`src/rtl/uart_sched_pkg.sv`:
```
// Shared types and constants for the UART frame scheduler.
// States, grant encoding and the default protocol bytes live here so the
// scheduler and its arbiter agree on one definition.
package uart_sched_pkg;

    // Scheduler FSM states.
    typedef enum logic [3:0] {
        ST_IDLE     = 4'd0,
        ST_HDR0     = 4'd1,
        ST_HDR1     = 4'd2,
        ST_IMG_RD   = 4'd3,
        ST_IMG_WAIT = 4'd4,
        ST_IMG_SEND = 4'd5,
        ST_TRL0     = 4'd6,
        ST_TRL1     = 4'd7,
        ST_MSG      = 4'd8
    } sched_state_t;

    // Which requester owns the transmitter.
    typedef enum logic {
        GNT_IMG = 1'b0,
        GNT_MSG = 1'b1
    } gnt_t;

    // Protocol command byte: header is CMD,~CMD and trailer is ~CMD,CMD.
    localparam logic [7:0] DEF_CMD      = 8'h01;
    // Byte used to fill a frame whose image data never arrived.
    localparam logic [7:0] DEF_PAD_BYTE = 8'h00;

    // Header/trailer marker byte: either the command or its complement.
    function automatic logic [7:0] frame_marker(input logic [7:0] cmd, input logic invert);
        return invert ? ~cmd : cmd;
    endfunction

endpackage

```
`src/rtl/uart_rr_arb2.sv`:
```
// Two-way round-robin arbiter between the image frame path and the message
// path. The priority pointer only moves when the scheduler strobes 'upd'
// at the end of a frame or packet, so arbitration is per transfer, not per
// byte.
module uart_rr_arb2
    import uart_sched_pkg::*;
(
    input  logic clk,
    input  logic srst,
    input  logic req_img,
    input  logic req_msg,
    input  logic upd,
    input  logic upd_src,
    output logic gnt_valid,
    output logic gnt
);

    gnt_t prio_reg;
    gnt_t prio_next;

    // After a transfer completes, priority goes to the side that was not served.
    always_comb begin
        prio_next = prio_reg;
        if (upd) begin
            prio_next = (gnt_t'(upd_src) == GNT_IMG) ? GNT_MSG : GNT_IMG;
        end
    end

    // Priority pointer register; image side is favoured out of reset.
    always_ff @(posedge clk) begin
        if (srst) begin
            prio_reg <= GNT_IMG;
        end else begin
            prio_reg <= prio_next;
        end
    end

    // Grant: sole requester wins outright, contention resolved by the pointer.
    always_comb begin
        gnt_valid = req_img | req_msg;
        gnt       = GNT_IMG;
        if (req_img && req_msg) begin
            gnt = prio_reg;
        end else if (req_msg) begin
            gnt = GNT_MSG;
        end
    end

endmodule

```
`src/rtl/uart_frame_scheduler.sv`:
```
// UART frame scheduler: feeds a valid/ready byte transmitter from either the
// image FIFO (wrapped in a CMD,~CMD header and ~CMD,CMD trailer) or a
// message channel passed straight through. Frames and packets are atomic;
// arbitration only happens in IDLE.
//
// Build option: define UART_SCHED_TIMEOUT_EN to enable the underrun
// watchdog. When the image FIFO stays empty for TIMEOUT_CYC cycles the
// sticky ERR flag is raised and the remainder of the frame is filled with
// PAD_BYTE. Without it the scheduler waits for data indefinitely and ERR=0.
module uart_frame_scheduler
    import uart_sched_pkg::*;
#(
    parameter int unsigned IMG_BYTES   = 153600,
    parameter logic [7:0]  CMD         = DEF_CMD,
    parameter int unsigned TIMEOUT_CYC = 1000000,
    parameter logic [7:0]  PAD_BYTE    = DEF_PAD_BYTE
) (
    input  logic       SYS_CLK,
    input  logic       RST,
    input  logic       FRAME_REQ,
    input  logic       IMG_EMPTY,
    input  logic [7:0] IMG_DATA,
    output logic       IMG_RDREQ,
    input  logic       MSG_VALID,
    input  logic [7:0] MSG_DATA,
    input  logic       MSG_LAST,
    output logic       MSG_READY,
    output logic [7:0] TX_DATA,
    output logic       TX_VALID,
    input  logic       TX_READY,
    output logic       BUSY,
    output logic       FRAME_DONE,
    output logic       ERR
);

    localparam int CW = $clog2(IMG_BYTES + 1);
    localparam int TW = $clog2(TIMEOUT_CYC + 1);

`ifdef UART_SCHED_TIMEOUT_EN
    localparam bit TIMEOUT_EN = 1'b1;
`else
    localparam bit TIMEOUT_EN = 1'b0;
`endif

    sched_state_t  state_reg, state_next;
    logic [CW-1:0] cnt_reg, cnt_next;
    logic [CW-1:0] cnt_inc;
    logic [7:0]    byte_reg, byte_next;
    logic          frame_done_reg, frame_done_next;
    logic [TW-1:0] to_cnt_reg, to_cnt_next;
    logic          pad_reg, pad_next;
    logic          err_reg, err_next;

    logic          arb_gnt_valid;
    logic          arb_gnt;
    logic          arb_upd;
    logic          arb_upd_src;

    assign cnt_inc = cnt_reg + CW'(1);

    uart_rr_arb2 u_arb (
        .clk       (SYS_CLK),
        .srst      (RST),
        .req_img   (FRAME_REQ),
        .req_msg   (MSG_VALID),
        .upd       (arb_upd),
        .upd_src   (arb_upd_src),
        .gnt_valid (arb_gnt_valid),
        .gnt       (arb_gnt)
    );

    // Next-state, datapath and output decode for the scheduler FSM.
    always_comb begin
        state_next      = state_reg;
        cnt_next        = cnt_reg;
        byte_next       = byte_reg;
        frame_done_next = 1'b0;
        to_cnt_next     = '0;
        pad_next        = pad_reg;
        err_next        = err_reg;
        TX_DATA         = 8'h00;
        TX_VALID        = 1'b0;
        MSG_READY       = 1'b0;
        IMG_RDREQ       = 1'b0;
        arb_upd         = 1'b0;
        arb_upd_src     = GNT_IMG;

        case (state_reg)
            ST_IDLE: begin
                // Every frame starts with a fresh byte count and real data.
                cnt_next = '0;
                pad_next = 1'b0;
                if (arb_gnt_valid) begin
                    state_next = (arb_gnt == GNT_MSG) ? ST_MSG : ST_HDR0;
                end
            end

            ST_HDR0: begin
                TX_DATA  = frame_marker(CMD, 1'b0);
                TX_VALID = 1'b1;
                if (TX_READY) state_next = ST_HDR1;
            end

            ST_HDR1: begin
                TX_DATA  = frame_marker(CMD, 1'b1);
                TX_VALID = 1'b1;
                if (TX_READY) state_next = ST_IMG_RD;
            end

            ST_IMG_RD: begin
                if (pad_reg) begin
                    // Underrun already declared: skip the FIFO entirely.
                    state_next = ST_IMG_WAIT;
                end else if (!IMG_EMPTY) begin
                    IMG_RDREQ  = 1'b1;
                    state_next = ST_IMG_WAIT;
                end else if (TIMEOUT_EN) begin
                    // Count consecutive empty cycles; the count drops back
                    // to zero as soon as the FIFO delivers again.
                    if (to_cnt_reg == TW'(TIMEOUT_CYC - 1)) begin
                        pad_next = 1'b1;
                        err_next = 1'b1;
                    end else begin
                        to_cnt_next = to_cnt_reg + TW'(1);
                    end
                end
            end

            ST_IMG_WAIT: begin
                // FIFO q is valid one cycle after the read request.
                byte_next  = pad_reg ? PAD_BYTE : IMG_DATA;
                state_next = ST_IMG_SEND;
            end

            ST_IMG_SEND: begin
                TX_DATA  = byte_reg;
                TX_VALID = 1'b1;
                if (TX_READY) begin
                    cnt_next   = cnt_inc;
                    state_next = (cnt_inc == CW'(IMG_BYTES)) ? ST_TRL0 : ST_IMG_RD;
                end
            end

            ST_TRL0: begin
                TX_DATA  = frame_marker(CMD, 1'b1);
                TX_VALID = 1'b1;
                if (TX_READY) state_next = ST_TRL1;
            end

            ST_TRL1: begin
                TX_DATA  = frame_marker(CMD, 1'b0);
                TX_VALID = 1'b1;
                if (TX_READY) begin
                    frame_done_next = 1'b1;
                    arb_upd         = 1'b1;
                    arb_upd_src     = GNT_IMG;
                    state_next      = ST_IDLE;
                end
            end

            ST_MSG: begin
                // Message bytes pass straight through until the last one.
                TX_DATA   = MSG_DATA;
                TX_VALID  = MSG_VALID;
                MSG_READY = TX_READY;
                if (MSG_VALID && TX_READY && MSG_LAST) begin
                    arb_upd     = 1'b1;
                    arb_upd_src = GNT_MSG;
                    state_next  = ST_IDLE;
                end
            end

            default: begin
                state_next = ST_IDLE;
            end
        endcase
    end

    // State and datapath registers; reset abandons any frame in flight.
    always_ff @(posedge SYS_CLK) begin
        if (RST) begin
            state_reg      <= ST_IDLE;
            cnt_reg        <= '0;
            byte_reg       <= 8'h00;
            frame_done_reg <= 1'b0;
            to_cnt_reg     <= '0;
            pad_reg        <= 1'b0;
            err_reg        <= 1'b0;
        end else begin
            state_reg      <= state_next;
            cnt_reg        <= cnt_next;
            byte_reg       <= byte_next;
            frame_done_reg <= frame_done_next;
            to_cnt_reg     <= to_cnt_next;
            pad_reg        <= pad_next;
            err_reg        <= err_next;
        end
    end

    assign BUSY       = (state_reg != ST_IDLE);
    assign FRAME_DONE = frame_done_reg;
    assign ERR        = err_reg;

endmodule

```
`config.mk`:
```
export PLATFORM = sky130hd
export DESIGN_NAME = uart_frame_scheduler
export DESIGN_NICKNAME = d
export VERILOG_FILES = /design/src/rtl/uart_sched_pkg.sv /design/src/rtl/uart_rr_arb2.sv /design/src/rtl/uart_frame_scheduler.sv
export SDC_FILE = /design/constraint.sdc
export NUM_CORES = 1
export LEC_CHECK = 0
export CORE_MARGIN = 5
export CORE_UTILIZATION = 50
export CTS_CLUSTER_SIZE = 12
export DETAILED_ROUTE_END_ITERATION = 10
export HOLD_SLACK_MARGIN = 0.15
export PLACE_DENSITY_LB_ADDON = 0.1
export SETUP_SLACK_MARGIN = 0.15
export SLEW_MARGIN = 20
export SYNTH_ARGS = -nofsm -noshare
export SYNTH_HDL_FRONTEND = slang
export SYNTH_SLANG_ARGS = --single-unit
```
`constraint.sdc`:
```
create_clock -name SYS_CLK -period 5.89 [get_ports SYS_CLK]
set_input_delay 0.589 -clock SYS_CLK [delete_from_list [all_inputs] [get_ports SYS_CLK]]
set_output_delay 0.589 -clock SYS_CLK [all_outputs]
set_load 0.02 [all_outputs]
```
==> metrics.yaml <==
status:
  status: "complete, no violations"
floorplanning:
  design.die.area_um2: 5520
  initial_core_util: 0.516
  core_area_um2: 4000
  core.rowCount: 23
  ioPinCount: 37
  die_w_um: 74.3
  die_h_um: 74.3
yosys:
  yosys.area_share.simple: 0.317
  yosys-top-cells-count: "41 x a21oi_1, 38 x nand2_1, 32 x dfxtp_1, 31 x nor2_1, 24 x o21ai_0"
  synth_cell_type_count: 59
  ys_ff_latch: 32
  yosys.area.top_type_share: 0.310
  ys_seq_area_frac: 0.310
  synth_xor_area_frac: 0.00848
  yosysWarnings: 0
  synth.most_common_cell: "a21oi_1"
  yosys-top-cells-area: "dfxtp_1 31%, a21oi_1 9.9%, nand2_1 6.9%"
  synthFlopType: "dfxtp_1"
  yosysTopAreaCell: "dfxtp_1"
  synth_fp_nets: 311
  synth_compound_area_frac: 0.271
  async_reset_ff_frac: 0
  synth_top_family_by_area: "simple AND/OR/NAND/NOR gates"
  synthMuxAreaShare: 0.0145
  synthCells: 287
  synth_adder_area_share: 0.00606
  synth_area_per_cell_um2: 7.20
  synthesis.area_um2: 2070
  synth_edf_count: 0
flow_run:
  maxCapViolCount: 0
grt:
  grt_use_total: 0.190
  overflow: 0
  grt_pass1_wl_um: 8270
  grt_pass1_vias: 1858
  grt_antenna_before_repair: 0
  grt_max_degree: 35
timing:
  timing.slew.headroom: 0.404
  fmax_mhz: 331
  final.setup.worst_slack_ns: 2.86
  worst_pin_slew_ns: 0.891
  finalSetupTns_ns: 0
  setup_viol: 0
  final-hold-violation-count: 0
  rsz0062_at_grt: "no"
  clock_skew_ns: 0.00570
  fin_crit_ns: 3.03
  post-route-period-util: 0.514
  hold_slack_ns: 0.446
  drv_slew: 0
route:
  drt-vias-per-instance: 5.86
  drc: 0
  drtAntennaViolNets: 0
  num_vias: 2099
  avgRoutedWirePerCell_um: 13.9
  drtPass1Iterations: 4
  routed_wl_um: 4960
  drt_first_iter_violations: 97
cts:
  hold_buffers: 0
  cts_buffer_depth: 2
  cts_resized: 0
  clockRootBuffer: "clkbuf_8"
  htree_levels: 2
  clock-sinks: 32
  clk_latency_ns: 0.29
  cts_tree: "yes"
  post_cts_buffers: 0
  cts.clk_slew.worst_paths_ns: 0.07
  cts_buffers: 5
place:
  place_area_um2: 2350
  pre_cts_ws_ns: 2.83
  place.gp.congestion: 0.874
  dpl.hpwl_um: 3550
  io_buffer_count: 35
worst_setup_path:
  critPathMaxFanout: 11
  start_kind: "register"
  required_ns: 5.30
  arrival_ns: 2.44
  crit_type: "reg2out"
  cp-startpoint: "state_reg[1]"
  endpoint_kind: "output port"
  reg2reg_from: "state_reg[0]"
finish:
  largest_register_ffs: 18
  area_growth_pct: 19.4
  finish.instance_area_um2: 2470
  drive_above_1_share: 0.0714
  nFillCells: 397
  num_antenna_cells: 0
  nets: 331
  post-route-util: 0.617
min_path:
  min_path_type: "reg2reg"
  min_from: "u_arb.prio_reg"
power_and_ir_drop:
  ir_worst_vdd_v: 0.000193
  leakagePower_nw: 0.830
  power_density_nw_per_um2: 314
worst max-delay path, cell delays in order (launching register included):
cell             delay [ns]
dfxtp_1                0.51
nor2b_1                0.52
nor4bb_1               0.45
clkdlybuf4s50_1        0.68
cells in the final DEF (no fill, tap or decap), types with 4 or more instances in the layout:
cell / n
a21oi_1: 41
clkbuf_8: 5
clkdlybuf4s50_1: 35
dfxtp_1: 32
inv_1: 4
nand2_1: 38
nand3_1: 6
nand3b_1: 4
nand4_1: 9
nor2_1: 31
nor2b_1: 4
nor3_1: 8
o21ai_0: 24
or2_2: 5
logic make-up after synthesis:
family / Yosys count
simple gates: 129
compound gates: 92
flops: 32
buf+inv: 27
mux: 3
xor+xnor: 2
fa+ha+maj: 1
other cells: 1
per-stage QoR:
stage,power (mW),cells
detailed placement,0.574,350
CTS,0.786,358
global route,0.831,358
global placement,0.570,350
finish,0.776,358
floorplan,0.457,287
area by class of cell:
cell class	count	area [µm²]	area share
multi-input combinational	228	1280	0.519
sequential	32	641	0.260
timing repair buffer	36	358	0.145
clock buffer	5	68.8	0.0279
tap	50	62.6	0.0254
clock inverter	3	42.5	0.0173
inverter	4	15.0	0.00609
where the power goes:
group / switching (mW) / internal, mW
combinational: 0.173 / 0.139
clock: 0.0833 / 0.125
sequential: 0.0298 / 0.225
per-layer routing:
layer / routed length [µm] / GRT usage / part of all wire
met1: 2230 / 0.234 / 0.45
met2: 2290 / 0.319 / 0.46
met3: 357 / 0.0486 / 0.072
met4: 81 / 0.0711 / 0.016
met5: 0 / 0 / 0
final timing paths:
kind,end,slack (ns),cells past startpoint
max,IMG_RDREQ,2.86,3
min,u_arb.prio_reg,0.45,2
max reg2reg,cnt_reg[5],3.14,5
min reg2reg,u_arb.prio_reg,0.45,2
Note: power is estimated with default switching activity, not from simulation.
